**src/rtl/image_scan_controller.sv**
```systemverilog
// Raster sequencer: walks a WIDTH x HEIGHT frame row-major over a combinational
// image source and re-presents the returned pixels as a valid/ready stream.
module image_scan_controller #(
    parameter int WIDTH  = 390,
    parameter int HEIGHT = 80,
    parameter int CW     = 16
) (
    input  logic          clk,
    input  logic          rst_n,
    input  logic          start,
    input  logic          continuous,
    output logic          src_enable,
    output logic [CW-1:0] row,
    output logic [CW-1:0] column,
    input  logic          src_r,
    input  logic          src_g,
    input  logic          src_b,
    output logic          pix_valid,
    input  logic          pix_ready,
    output logic          pix_r,
    output logic          pix_g,
    output logic          pix_b,
    output logic          pix_sof,
    output logic          pix_eol,
    output logic          pix_eof,
    output logic          busy,
    output logic          frame_done
);

    localparam logic [CW-1:0] LAST_COL = CW'(WIDTH - 1);
    localparam logic [CW-1:0] LAST_ROW = CW'(HEIGHT - 1);

    typedef enum logic [1:0] {
        IDLE  = 2'd0,
        SCAN  = 2'd1,
        DRAIN = 2'd2
    } state_t;

    state_t        state_q, state_d;
    logic [CW-1:0] row_q, row_d;
    logic [CW-1:0] col_q, col_d;
    logic          busy_q, busy_d;
    logic          valid_q, valid_d;
    logic [2:0]    rgb_q, rgb_d;
    logic          sof_q, sof_d;
    logic          eol_q, eol_d;
    logic          eof_q, eof_d;
    logic          done_q, done_d;

    logic free;
    logic at_last_col;
    logic at_last_row;

    always_comb begin
        state_d = state_q;
        row_d   = row_q;
        col_d   = col_q;
        valid_d = valid_q;
        rgb_d   = rgb_q;
        sof_d   = sof_q;
        eol_d   = eol_q;
        eof_d   = eof_q;
        done_d  = 1'b0;

        free        = !valid_q || pix_ready;
        at_last_col = (col_q == LAST_COL);
        at_last_row = (row_q == LAST_ROW);

        case (state_q)
            IDLE: begin
                row_d = '0;
                col_d = '0;
                if (start) begin
                    state_d = SCAN;
                end
            end
            SCAN: begin
                // A free slot both retires the held pixel and captures the next one.
                if (free) begin
                    rgb_d   = {src_r, src_g, src_b};
                    valid_d = 1'b1;
                    sof_d   = (row_q == '0) && (col_q == '0);
                    eol_d   = at_last_col;
                    eof_d   = at_last_col && at_last_row;
                    if (at_last_col) begin
                        col_d = '0;
                        if (at_last_row) begin
                            row_d   = '0;
                            state_d = DRAIN;
                        end else begin
                            row_d = row_q + CW'(1);
                        end
                    end else begin
                        col_d = col_q + CW'(1);
                    end
                end
            end
            DRAIN: begin
                if (valid_q && pix_ready) begin
                    valid_d = 1'b0;
                    rgb_d   = 3'b000;
                    sof_d   = 1'b0;
                    eol_d   = 1'b0;
                    eof_d   = 1'b0;
                    done_d  = 1'b1;
                    state_d = continuous ? SCAN : IDLE;
                end
            end
            default: begin
                state_d = IDLE;
            end
        endcase

        busy_d = (state_d != IDLE);
    end

    always_ff @(posedge clk or negedge rst_n) begin
        if (!rst_n) begin
            state_q <= IDLE;
            row_q   <= '0;
            col_q   <= '0;
            busy_q  <= 1'b0;
            valid_q <= 1'b0;
            rgb_q   <= 3'b000;
            sof_q   <= 1'b0;
            eol_q   <= 1'b0;
            eof_q   <= 1'b0;
            done_q  <= 1'b0;
        end else begin
            state_q <= state_d;
            row_q   <= row_d;
            col_q   <= col_d;
            busy_q  <= busy_d;
            valid_q <= valid_d;
            rgb_q   <= rgb_d;
            sof_q   <= sof_d;
            eol_q   <= eol_d;
            eof_q   <= eof_d;
            done_q  <= done_d;
        end
    end

    // The source is enabled exactly while the sequencer is busy.
    assign src_enable = busy_q;
    assign busy       = busy_q;
    assign row        = row_q;
    assign column     = col_q;
    assign pix_valid  = valid_q;
    assign pix_r      = rgb_q[2];
    assign pix_g      = rgb_q[1];
    assign pix_b      = rgb_q[0];
    assign pix_sof    = sof_q;
    assign pix_eol    = eol_q;
    assign pix_eof    = eof_q;
    assign frame_done = done_q;

endmodule

```
**config.mk**
```make
export PLATFORM = sky130hd
export DESIGN_NAME = image_scan_controller
export DESIGN_NICKNAME = d
export VERILOG_FILES = /design/src/rtl/image_scan_controller.sv
export SDC_FILE = /design/constraint.sdc
export NUM_CORES = 1
export LEC_CHECK = 0
export BUFFER_PORTS_ARGS = -buffer_cell sky130_fd_sc_hd__buf_2
export CAP_MARGIN = 20
export CORE_MARGIN = 3
export CORE_UTILIZATION = 55
export CTS_BUF_LIST = sky130_fd_sc_hd__clkbuf_8
export CTS_CLUSTER_SIZE = 24
export DETAILED_ROUTE_END_ITERATION = 16
export GPL_ROUTABILITY_DRIVEN = 0
export PLACE_DENSITY = 0.87
export REMOVE_ABC_BUFFERS = 1
export SLEW_MARGIN = 10
export SYNTH_ARGS = -nofsm -noshare
export SYNTH_HDL_FRONTEND = slang
export SYNTH_SLANG_ARGS = --single-unit
```
**constraint.sdc**
```tcl
create_clock -name clk -period 2.6 [get_ports clk]
set_clock_uncertainty 0.2 [all_clocks]
set_input_delay 0.13 -clock clk [delete_from_list [all_inputs] [get_ports clk]]
set_output_delay 0.13 -clock clk [all_outputs]
set_load 0.1 [all_outputs]
```
==> results of run 1 <==
[power by group through the flow]
stage	clock, mW	combinational, mW	sequential (mW)
floorplan	0	0.114	1.04
global placement	0	0.503	0.763
detailed placement	0	0.513	0.764
CTS	0.538	0.523	0.751
global route	0.568	0.551	0.760
finish	0.529	0.522	0.752
[per-stage QoR]
step	cells	utilization [%]	setup TNS (ns)	instance area (um^2)	hold WS, ns
after detailed placement	365	67.5	-0.00297	2800	0.146
after global routing	380	72.2	0	2990	0.327
after CTS	380	72.1	0	2990	0.313
final	380	72.2	0	2990	0.310
after floorplan	252	-	-5.84	2380	-0.366
after global placement	365	67.5	0	2800	0.126
[final timing paths]
kind / startpoint / slack (ns) / to
min: rst_n / 0.31 / row[7]
max: column[1] / 0.15 / row[2]
min in group clk: pix_eof / 0.31 / pix_eof
min reg2reg: pix_eof / 0.31 / pix_eof
max in group asynchronous: rst_n / 1.29 / column[7]
max reg2reg: column[1] / 0.15 / row[2]
[timing repair]
action | in CTS | in global routing
setup endpoints to repair | 1 | 9
hold buffers | 7 | 0
resized for setup | 1 | 1
pin swaps | 0 | 1
hold endpoints to repair | 50 | 0
[Yosys cell counts, types with 4 or more instances]
master	count
ha_1	5
nor3b_1	4
nor2_1	20
nor4_1	6
nor3_1	8
and4_1	4
o21ai_0	17
nand3_1	15
xnor2_1	5
clkbuf_1	9
a31oi_1	5
nand4_1	10
nand2_1	29
and3_1	6
nor2b_1	4
dfrtp_1	43
nand2b_1	6
inv_1	9
xor2_1	5
a21oi_1	4
[registers in the layout, indices dropped and copies added (netlist names)]
register,flops
column,16
row,16
rgb_q,3
state_q,2
busy,1
frame_done,1
pix_eof,1
pix_eol,1
pix_sof,1
pix_valid,1
[worst max-delay path, cell delays in order, from the launching register on]
cell	delay [ns]
dfrtp_1	0.43
inv_1	0.09
ha_1	0.15
and4_1	0.23
nand4_1	0.36
nand2b_1	0.36
or4_1	0.49
nand3_1	0.09
[cell type report]
| class | instances | area (um^2) |
|---|---|---|
| multi-input cells | 200 | 1290 |
| fillers | 324 | 1150 |
| flip-flops and latches | 43 | 1080 |
| repair buffers | 70 | 420 |
| clock buffers | 5 | 68.8 |
| well taps | 50 | 62.6 |
| clock inverters | 3 | 43.8 |
| inverters | 9 | 33.8 |
[layer usage]
metal,up-vias,track usage [%]
li1,1101,-
met1,1151,36.1
met2,122,41.7
met3,15,4.13
met4,0,9.22
met5,-,0
[cell families after synthesis]
kind of cell / synth area share [%]
and+or+nand+nor: 30.2
adders and majority gates: 2.56
DFF: 44.0
xor gates and xnor gates: 3.58
AOI/OAI and AO/OA: 15.6
buffers and inverters: 4.04
==> results.yml, run 1 <==
floorplanning:
  rows: 23
  core_um2: 4140
  initial_utilization_pct: 59.1
  die_w_um: 72.7
  dieArea_um2: 5290
  dieHeight_um: 72.7
  io_pins: 50
timing:
  period_minus_slack_ns: 2.45
  hold_viol: 0
  rsz0062_at_grt: "no"
  maxSlewViolCount: 0
  layout_setup_ws_ns: 0.153
  maxSlewHeadroom_pct: 36.3
  setup_violations: 0
  max_clock_freq_ghz: 0.409
  tightest_slew_ns: 0.955
  fin_crit_sh_pct: 94.1
global_routing:
  grt_max_degree: 44
  antenna_found_initial: 0
  grt-ovfl-total: 0
  grtUsageTotal_pct: 26.1
  grt_pass1_wl_um: 10900
  grt_pass1_vias: 2269
synth:
  synth-async-reset-ratio_pct: 100
  synth_ff_type: "dfrtp_1"
  synth_edf_count: 0
  synth_area_leaders: "dfrtp_1 (44%), nand2_1 (4.4%), o21ai_0 (3.5%)"
  netlist_instances: 265
  netlist_area_um2: 2450
  ys_types: 49
  syn_avg_cell_area_um2: 9.24
  yosysTopAreaCell: "dfrtp_1"
  yosysSeqAreaShare_pct: 44.0
  yosys_warnings: 0
  synth_top_area_share_pct: 44.0
  synth_seq_cells: 43
clocking:
  cts_buffers: 5
  clk_pin_slew_ns: 0.09
  clk_latency_ns: 0.30
  cts.path.max_buffers: 2
  cts_setup_buffers: 0
  root_buffer: "clkbuf_8"
  clkSinkCount: 43
  cts_tree: "done"
  htreeDepth: 2
finish:
  mostFrequentLayoutCell: "buf_2"
  antenna_cells: 0
  drive_above_1_share_pct: 25.8
  nets: 342
  area_delta_synth_final_pct: 22.3
  final_cell_mix: "buf_2 (49), dfrtp_1 (43), nand2_1 (29)"
setup_path:
  reg2reg_depth: 7
  crit_arrival_ns: 2.49
  setup.worst_path.end_class: "flop"
  critical_path_class: "reg -> reg"
  start_kind: "flop"
  cp_max_fo: 7
  required_ns: 2.64
routing:
  met2_length_um: 3140
  wire_per_inst_um: 17.3
  vias_per_cell: 6.29
  drt_wl_total_um: 6570
  vias: 2389
  wl_met3_um: 494
  top_layer_used: "met4"
  drc: 0
  final_antenna_net_count: 0
  first_pass_iters: 8
  drt-initial-drc-count: 448
  wl_met1_um: 2810
power:
  power_switching_share_pct: 39.2
  total_power_mw: 1.80
  powerDensity_nw_per_um2: 603
  seqPwrFrac_pct: 41.7
  ir_drop_mv: 0.430
  power_leakage_nw: 1.47
  p_switching_mw: 0.706
  clkPwrFrac_pct: 29.4
  p_int_mw: 1.10
  p_comb_share_pct: 29.0
placed_design:
  dp_slack_ns: -0.00297
  dp_hpwl_um: 4540
  port_buffers: 49
run:
  maxCapViolations: 0
min_path:
  hold_class: "in -> async"
run_status:
  status: "completed"
No activity file was read; power rests on OpenSTA's default activity.
==> inputs of run 2 (changes only) <==
--- a/config.mk
+++ b/config.mk
@@ -7,13 +7,15 @@
 export LEC_CHECK = 0
 export BUFFER_PORTS_ARGS = -buffer_cell sky130_fd_sc_hd__buf_2
 export CAP_MARGIN = 20
+export CELL_PAD_IN_SITES_DETAIL_PLACEMENT = 0
+export CELL_PAD_IN_SITES_GLOBAL_PLACEMENT = 2
 export CORE_MARGIN = 3
-export CORE_UTILIZATION = 55
+export CORE_UTILIZATION = 34
 export CTS_BUF_LIST = sky130_fd_sc_hd__clkbuf_8
 export CTS_CLUSTER_SIZE = 24
 export DETAILED_ROUTE_END_ITERATION = 16
 export GPL_ROUTABILITY_DRIVEN = 0
-export PLACE_DENSITY = 0.87
+export PLACE_DENSITY = 0.88
 export REMOVE_ABC_BUFFERS = 1
 export SLEW_MARGIN = 10
 export SYNTH_ARGS = -nofsm -noshare
==> run 2 against run 1 <==
Against the previous run: hold slack lost 0.16 ns; clock-buffer cell count unchanged; routed wire length up 6.2%; utilization shrank 27 points; first-iteration DRC count fell by 80%; sequential share of layout area decreased by 1.4 points; critical endpoint is now row[4].
==> results.yml, run 2 (synthesis gave the netlist of run 1 again) <==
run_status:
  status: "completed"
placed_design:
  placed_cells: 422
  placed_area_um2: 2940
  port_buffers: 49
  dp_hpwl_um: 5030
routing:
  drt_wl_total_um: 6980
  final_antenna_net_count: 0
  vias: 2367
  vias_per_cell: 5.40
  drt-initial-drc-count: 89
  drc: 0
  first_pass_iters: 4
  wire_per_inst_um: 15.9
clocking:
  cts_tree: "done"
  clk_pin_slew_ns: 0.08
  root_buffer: "clkbuf_8"
  clkSinkCount: 43
  cts.path.max_buffers: 2
  cts_resized: 0
  clk_latency_ns: 0.30
  cts_buffers: 5
  htreeDepth: 2
setup_path:
  crit_arrival_ns: 2.47
  cp_max_fo: 7
  setup.worst_path.end_class: "flop"
  start_kind: "flop"
  path_common_cell: "a22o_2"
  crit_path_max_incr_delay_ns: 0.59
  rr_startpoint: "row[10]"
  critical_path_class: "reg -> reg"
  required_ns: 2.60
  worstPathCellList: "or4_1 -> nor4b_4 -> buf_4 -> nor4b_1 -> a22o_2 -> a22o_2"
  critPathLaunch: "row[10]"
  cpMaxStageDelayCell: "or4_1"
finish:
  multi_input_area_um2: 1270
  ff_latch_area_um2: 1080
  drive_above_1_share_pct: 27.5
  nFillCells: 694
  mostFrequentLayoutCell: "buf_2"
  nets: 354
  fin_area_um2: 3110
  postLayoutCoreUtil_pct: 45.3
  antenna_cells: 0
  area_delta_synth_final_pct: 27.2
  stdcell_count: 438
  final_cell_mix: "buf_2 (49), dfrtp_1 (43), nand2_1 (29)"
floorplanning:
  initial_utilization_pct: 35.6
  rows: 30
  dieHeight_um: 90.8
  core_um2: 6870
  dieArea_um2: 8250
  die_w_um: 90.8
  io_pins: 50
global_routing:
  grt_max_degree: 44
  antenna_found_initial: 0
  grt_pass1_wl_um: 11700
  grt_pass1_vias: 2267
  grtUsageTotal_pct: 17.5
  grt-ovfl-total: 0
min_path:
  hold_class: "in -> async"
timing:
  maxSlewViolCount: 0
  max_clock_freq_ghz: 0.404
  finalSetupTns_ns: 0
  hold_viol: 0
  period_minus_slack_ns: 2.48
  tightest_slew_ns: 0.556
  maxSlewHeadroom_pct: 62.9
  fin_crit_sh_pct: 95.2
  whs_ns: 0.148
  rsz0062_at_grt: "no"
  setup_violations: 0
power:
  ir_drop_mv: 0.188
  powerDensity_nw_per_um2: 548
  power_leakage_nw: 1.53
run:
  maxCapViolations: 0
## run 2: power breakdown
| group | internal [mW] | leakage [nW] | switching, mW |
|---|---|---|---|
| combinational | 0.119 | 0.898 | 0.431 |
| sequential | 0.707 | 0.577 | 0.0339 |
| clock | 0.181 | 0.0505 | 0.235 |
| total | 1.01 | 1.53 | 0.700 |
## run 2: final timing paths
| path | end | slack, ns | cells after the start |
|---|---|---|---|
| setup / recovery | row[4] | 0.12 | 6 |
| hold / removal | column[13] | 0.15 | 2 |
| setup reg to reg | row[4] | 0.12 | 6 |
| hold reg to reg | pix_eol | 0.29 | 2 |
| max in group asynchronous | row[5] | 1.55 | 3 |
| min in group clk | pix_eol | 0.29 | 2 |
## run 2: final cells by class
class                           count  share of cell area (%)
Sequential cell                    43                    34.6
Clock inverter                      3                   0.402
Tap cell                           96                    3.86
Multi-Input combinational cell    200                    40.9
Inverter                            9                    1.08
Timing Repair Buffer               82                    17.0
Clock buffer                        5                    2.21
## run 2: per-stage QoR
step / total power, mW / setup slack, ns
6_report: 1.71 / 0.125
5_1_grt: 1.79 / 0.0117
4_1_cts: 1.72 / 0.121
3_5_place_dp: 1.29 / 0.133
3_3_place_gp: 1.29 / 0.157
2_1_floorplan: 1.16 / -0.302
## run 2: per-layer routing
| metal | routed length (um) | up-vias | part of all wire (%) | global-route usage [%] |
|---|---|---|---|---|
| li1 | - | 1133 | - | - |
| met1 | 3260 | 1158 | 47 | 24.0 |
| met2 | 3290 | 67 | 47 | 28.2 |
| met3 | 322 | 9 | 4.6 | 3.25 |
| met4 | 104 | 0 | 1.5 | 5.15 |
| met5 | 0 | - | 0 | 0 |
## run 2: critical path: cells and delay by family (launching register included)
family                 cells  cell delay [ns]
AO/OA/AOI/OAI              2             0.44
flip-flops                 1             0.44
AND/OR/NAND/NOR            3             1.07
buffers and inverters      1             0.22
## run 2: repair_timing
item / 4_1_cts / 5_1_grt
setup endpoints to repair: 0 / 0
endpoints found under the hold margin: 50 / 0
setup buffers: 0 / 0
hold buffers: 7 / 0
==> inputs of run 3 (changes only) <==
--- a/config.mk
+++ b/config.mk
@@ -5,17 +5,18 @@
 export SDC_FILE = /design/constraint.sdc
 export NUM_CORES = 1
 export LEC_CHECK = 0
+export ABC_AREA = 1
 export BUFFER_PORTS_ARGS = -buffer_cell sky130_fd_sc_hd__buf_2
 export CAP_MARGIN = 20
 export CELL_PAD_IN_SITES_DETAIL_PLACEMENT = 0
 export CELL_PAD_IN_SITES_GLOBAL_PLACEMENT = 2
 export CORE_MARGIN = 3
-export CORE_UTILIZATION = 34
+export CORE_UTILIZATION = 32
 export CTS_BUF_LIST = sky130_fd_sc_hd__clkbuf_8
 export CTS_CLUSTER_SIZE = 24
 export DETAILED_ROUTE_END_ITERATION = 16
 export GPL_ROUTABILITY_DRIVEN = 0
-export PLACE_DENSITY = 0.88
+export PLACE_DENSITY = 0.89
 export REMOVE_ABC_BUFFERS = 1
 export SLEW_MARGIN = 10
 export SYNTH_ARGS = -nofsm -noshare
==> constraint.sdc (replaced) <==
create_clock -name clk -period 2.36 [get_ports clk]
set_clock_uncertainty 0.2 [all_clocks]
set_input_delay 0.118 -clock clk [delete_from_list [all_inputs] [get_ports clk]]
set_output_delay 0.118 -clock clk [all_outputs]
set_load 0.1 [all_outputs]
==> run 3 against run 2 <==
Against the previous run: critical path depth increased by 3; final cell count increased by 22%; global-route usage decreased by 1.4 points; non-clock buffer count decreased by 24; via count increased by 9.3%; clock-buffer cell count increased by 1; die area increased by 16%; clock power increased by 19%; routed wire length increased by 6.8%; utilization decreased by 5.3 points; critical endpoint is now column[1].
==> results.yml, run 3 <==
run_status:
  status: "completed"
finish:
  drive_above_1_share_pct: 18.5
  antenna_cells: 0
  multi_input_area_um2: 1380
  final_cell_mix: "nand2_1 (110), buf_2 (49), nor2_1 (46)"
  nets: 446
  mostFrequentLayoutCell: "nand2_1"
  postLayoutCoreUtil_pct: 40.0
  fin_area_um2: 3170
  nFillCells: 877
  area_delta_synth_final_pct: 18.0
  ff_latch_area_um2: 1080
placed_design:
  placed_area_um2: 3040
  port_buffers: 49
  dp_hpwl_um: 5610
min_path:
  worst_hold_path.num_cells: 5
  hold_class: "in -> reg"
  holdCritStartpoint: "pix_ready"
  hold_end: "frame_done"
synth:
  synth_edf_count: 0
  syn_avg_cell_area_um2: 7.17
  synth-async-reset-ratio_pct: 100
  synth_ff_type: "dfrtp_1"
  synth_seq_cells: 43
  synth_top_area_share_pct: 40.0
  yosys-top-cells-count: "nand2_1 (110), nor2_1 (46), inv_1 (44)"
  yosys_warnings: 0
  netlist_instances: 375
  yosysTopAreaCell: "dfrtp_1"
  synth.most_common_cell: "nand2_1"
  yosysSeqAreaShare_pct: 40.0
  ys_types: 31
  synth_area_leaders: "dfrtp_1 (40%), nand2_1 (15%), nand3_1 (7.6%)"
  netlist_area_um2: 2690
run:
  maxCapViolations: 0
routing:
  drt-initial-drc-count: 81
  drt_wl_total_um: 7460
  wire_per_inst_um: 13.9
  vias: 2586
  drc: 0
  vias_per_cell: 4.83
  final_antenna_net_count: 0
  first_pass_iters: 4
clocking:
  cts_resized: 0
  clk_pin_slew_ns: 0.09
  clk_latency_ns: 0.30
  cts_tree: "done"
  htreeDepth: 2
  root_buffer: "clkbuf_8"
  cts_setup_buffers: 0
  cts.path.max_buffers: 2
  cts_buffers: 5
  clkSinkCount: 43
setup_path:
  crit_path_max_incr_delay_ns: 0.42
  cp_max_fo: 8
  worstPathCellList: "inv_1 -> ha_1 -> nand3_1 -> nor2_4 -> nand2_1 -> nand3_1 -> inv_1 -> nand2_1 -> o21ai_1"
  start_kind: "flop"
  cpMaxStageDelayCell: "dfrtp_1"
  crit_buf_inv: 2
  required_ns: 2.34
  cp_top_family: "simple AND/OR/NAND/NOR gates"
  setup.worst_path.end_class: "flop"
  critical_path_class: "reg -> reg"
  rr_startpoint: "column[1]"
  r2r_end: "column[1]"
  crit_arrival_ns: 2.01
  reg2reg_depth: 9
  rrSetupSlack_ns: 0.33
timing:
  maxSlewViolCount: 0
  hold_viol: 0
  fin_crit_sh_pct: 86.0
  maxSlewHeadroom_pct: 66.5
  max_clock_freq_ghz: 0.492
  rsz0062_at_grt: "no"
  period_minus_slack_ns: 2.03
  finalSetupTns_ns: 0
  tightest_slew_ns: 0.507
  setup_violations: 0
global_routing:
  grt_max_degree: 26
  antenna_found_initial: 0
  grt-ovfl-total: 0
  grtUsageTotal_pct: 16.1
  grt_pass1_wl_um: 12700
  grt_pass1_vias: 2542
floorplanning:
  dieHeight_um: 97.6
  dieArea_um2: 9530
  initial_utilization_pct: 33.9
  die_w_um: 97.6
  rows: 32
  io_pins: 50
  core_um2: 7930
power:
  ir_drop_mv: 0.213
  power_leakage_nw: 1.58
  powerDensity_nw_per_um2: 642
run 3: cell count changes after synthesis, moves of 8 or more:
cell / previous run / this run
nand2_1: 29 / 110
inv_1: 9 / 44
nand3_1: 15 / 41
nor2_1: 20 / 46
o21ai_1: 0 / 11
clkbuf_1: 9 / 0
o21bai_1: 0 / 8
run 3: layout make-up:
type	instances	share of cell area, %
Inverter	48	5.76
Timing Repair Buffer	58	10.2
Tap cell	102	4.02
Clock buffer	6	2.60
Multi-Input combinational cell	277	43.4
Sequential cell	43	33.9
Clock inverter	1	0.158
run 3: through the flow:
step	total power, mW	hold slack, ns	setup WS (ns)	instances
after floorplan	1.40	-0.378	-0.0657	368
after global placement	1.55	-0.143	0.385	524
after detailed placement	1.55	-0.140	0.337	524
after CTS	2.06	0.0136	0.321	535
after global routing	2.13	0.0424	0.160	535
final	2.04	0.00748	0.329	535
run 3: worst max-delay path by stage:
stage | start | endpoint | slack (ns) | depth (start not counted)
after floorplan | column[0] | column[12] | -0.07 | 8
after global placement | column[1] | column[1] | 0.39 | 9
after detailed placement | column[1] | column[1] | 0.34 | 9
after CTS | column[1] | column[1] | 0.32 | 9
after global routing | column[1] | column[8] | 0.16 | 9
final | column[1] | column[1] | 0.33 | 9
run 3: routing by layer:
layer	share of wire (%)	GRT usage, %	vias up
met3	4.8	3.02	10
met4	1.4	4.15	0
met1	45	21.0	1195
met2	48	27.5	62
met5	0	0	-
li1	-	-	1319
run 3: kinds of logic after synthesis:
kind of cell | share of synthesized area, %
AOI/OAI and AO/OA | 10.8
xor gates and xnor gates | 2.28
buffers and inverters | 8.80
adders and majority gates | 2.33
and+or+nand+nor | 35.8
DFF | 40.0
run 3: timing repair:
| item | CTS | global route |
|---|---|---|
| setup endpoints to repair | 0 | 0 |
| hold buffers | 4 | 0 |
| endpoints found under the hold margin | 46 | 0 |
run 3: where the power goes:
| group | total [mW] | internal (mW) | switching, mW |
|---|---|---|---|
| clock network | 0.496 | 0.230 | 0.265 |
| logic | 0.683 | 0.127 | 0.556 |
| registers | 0.858 | 0.786 | 0.0720 |
run 3: worst register-to-register path, stage by stage (launching register included):
cell and delay (ns):
dfrtp_1 0.42, inv_1 0.11, ha_1 0.16, nand3_1 0.16, nor2_4 0.19, nand2_1 0.07
nand3_1 0.31, inv_1 0.16, nand2_1 0.08, o21ai_1 0.06
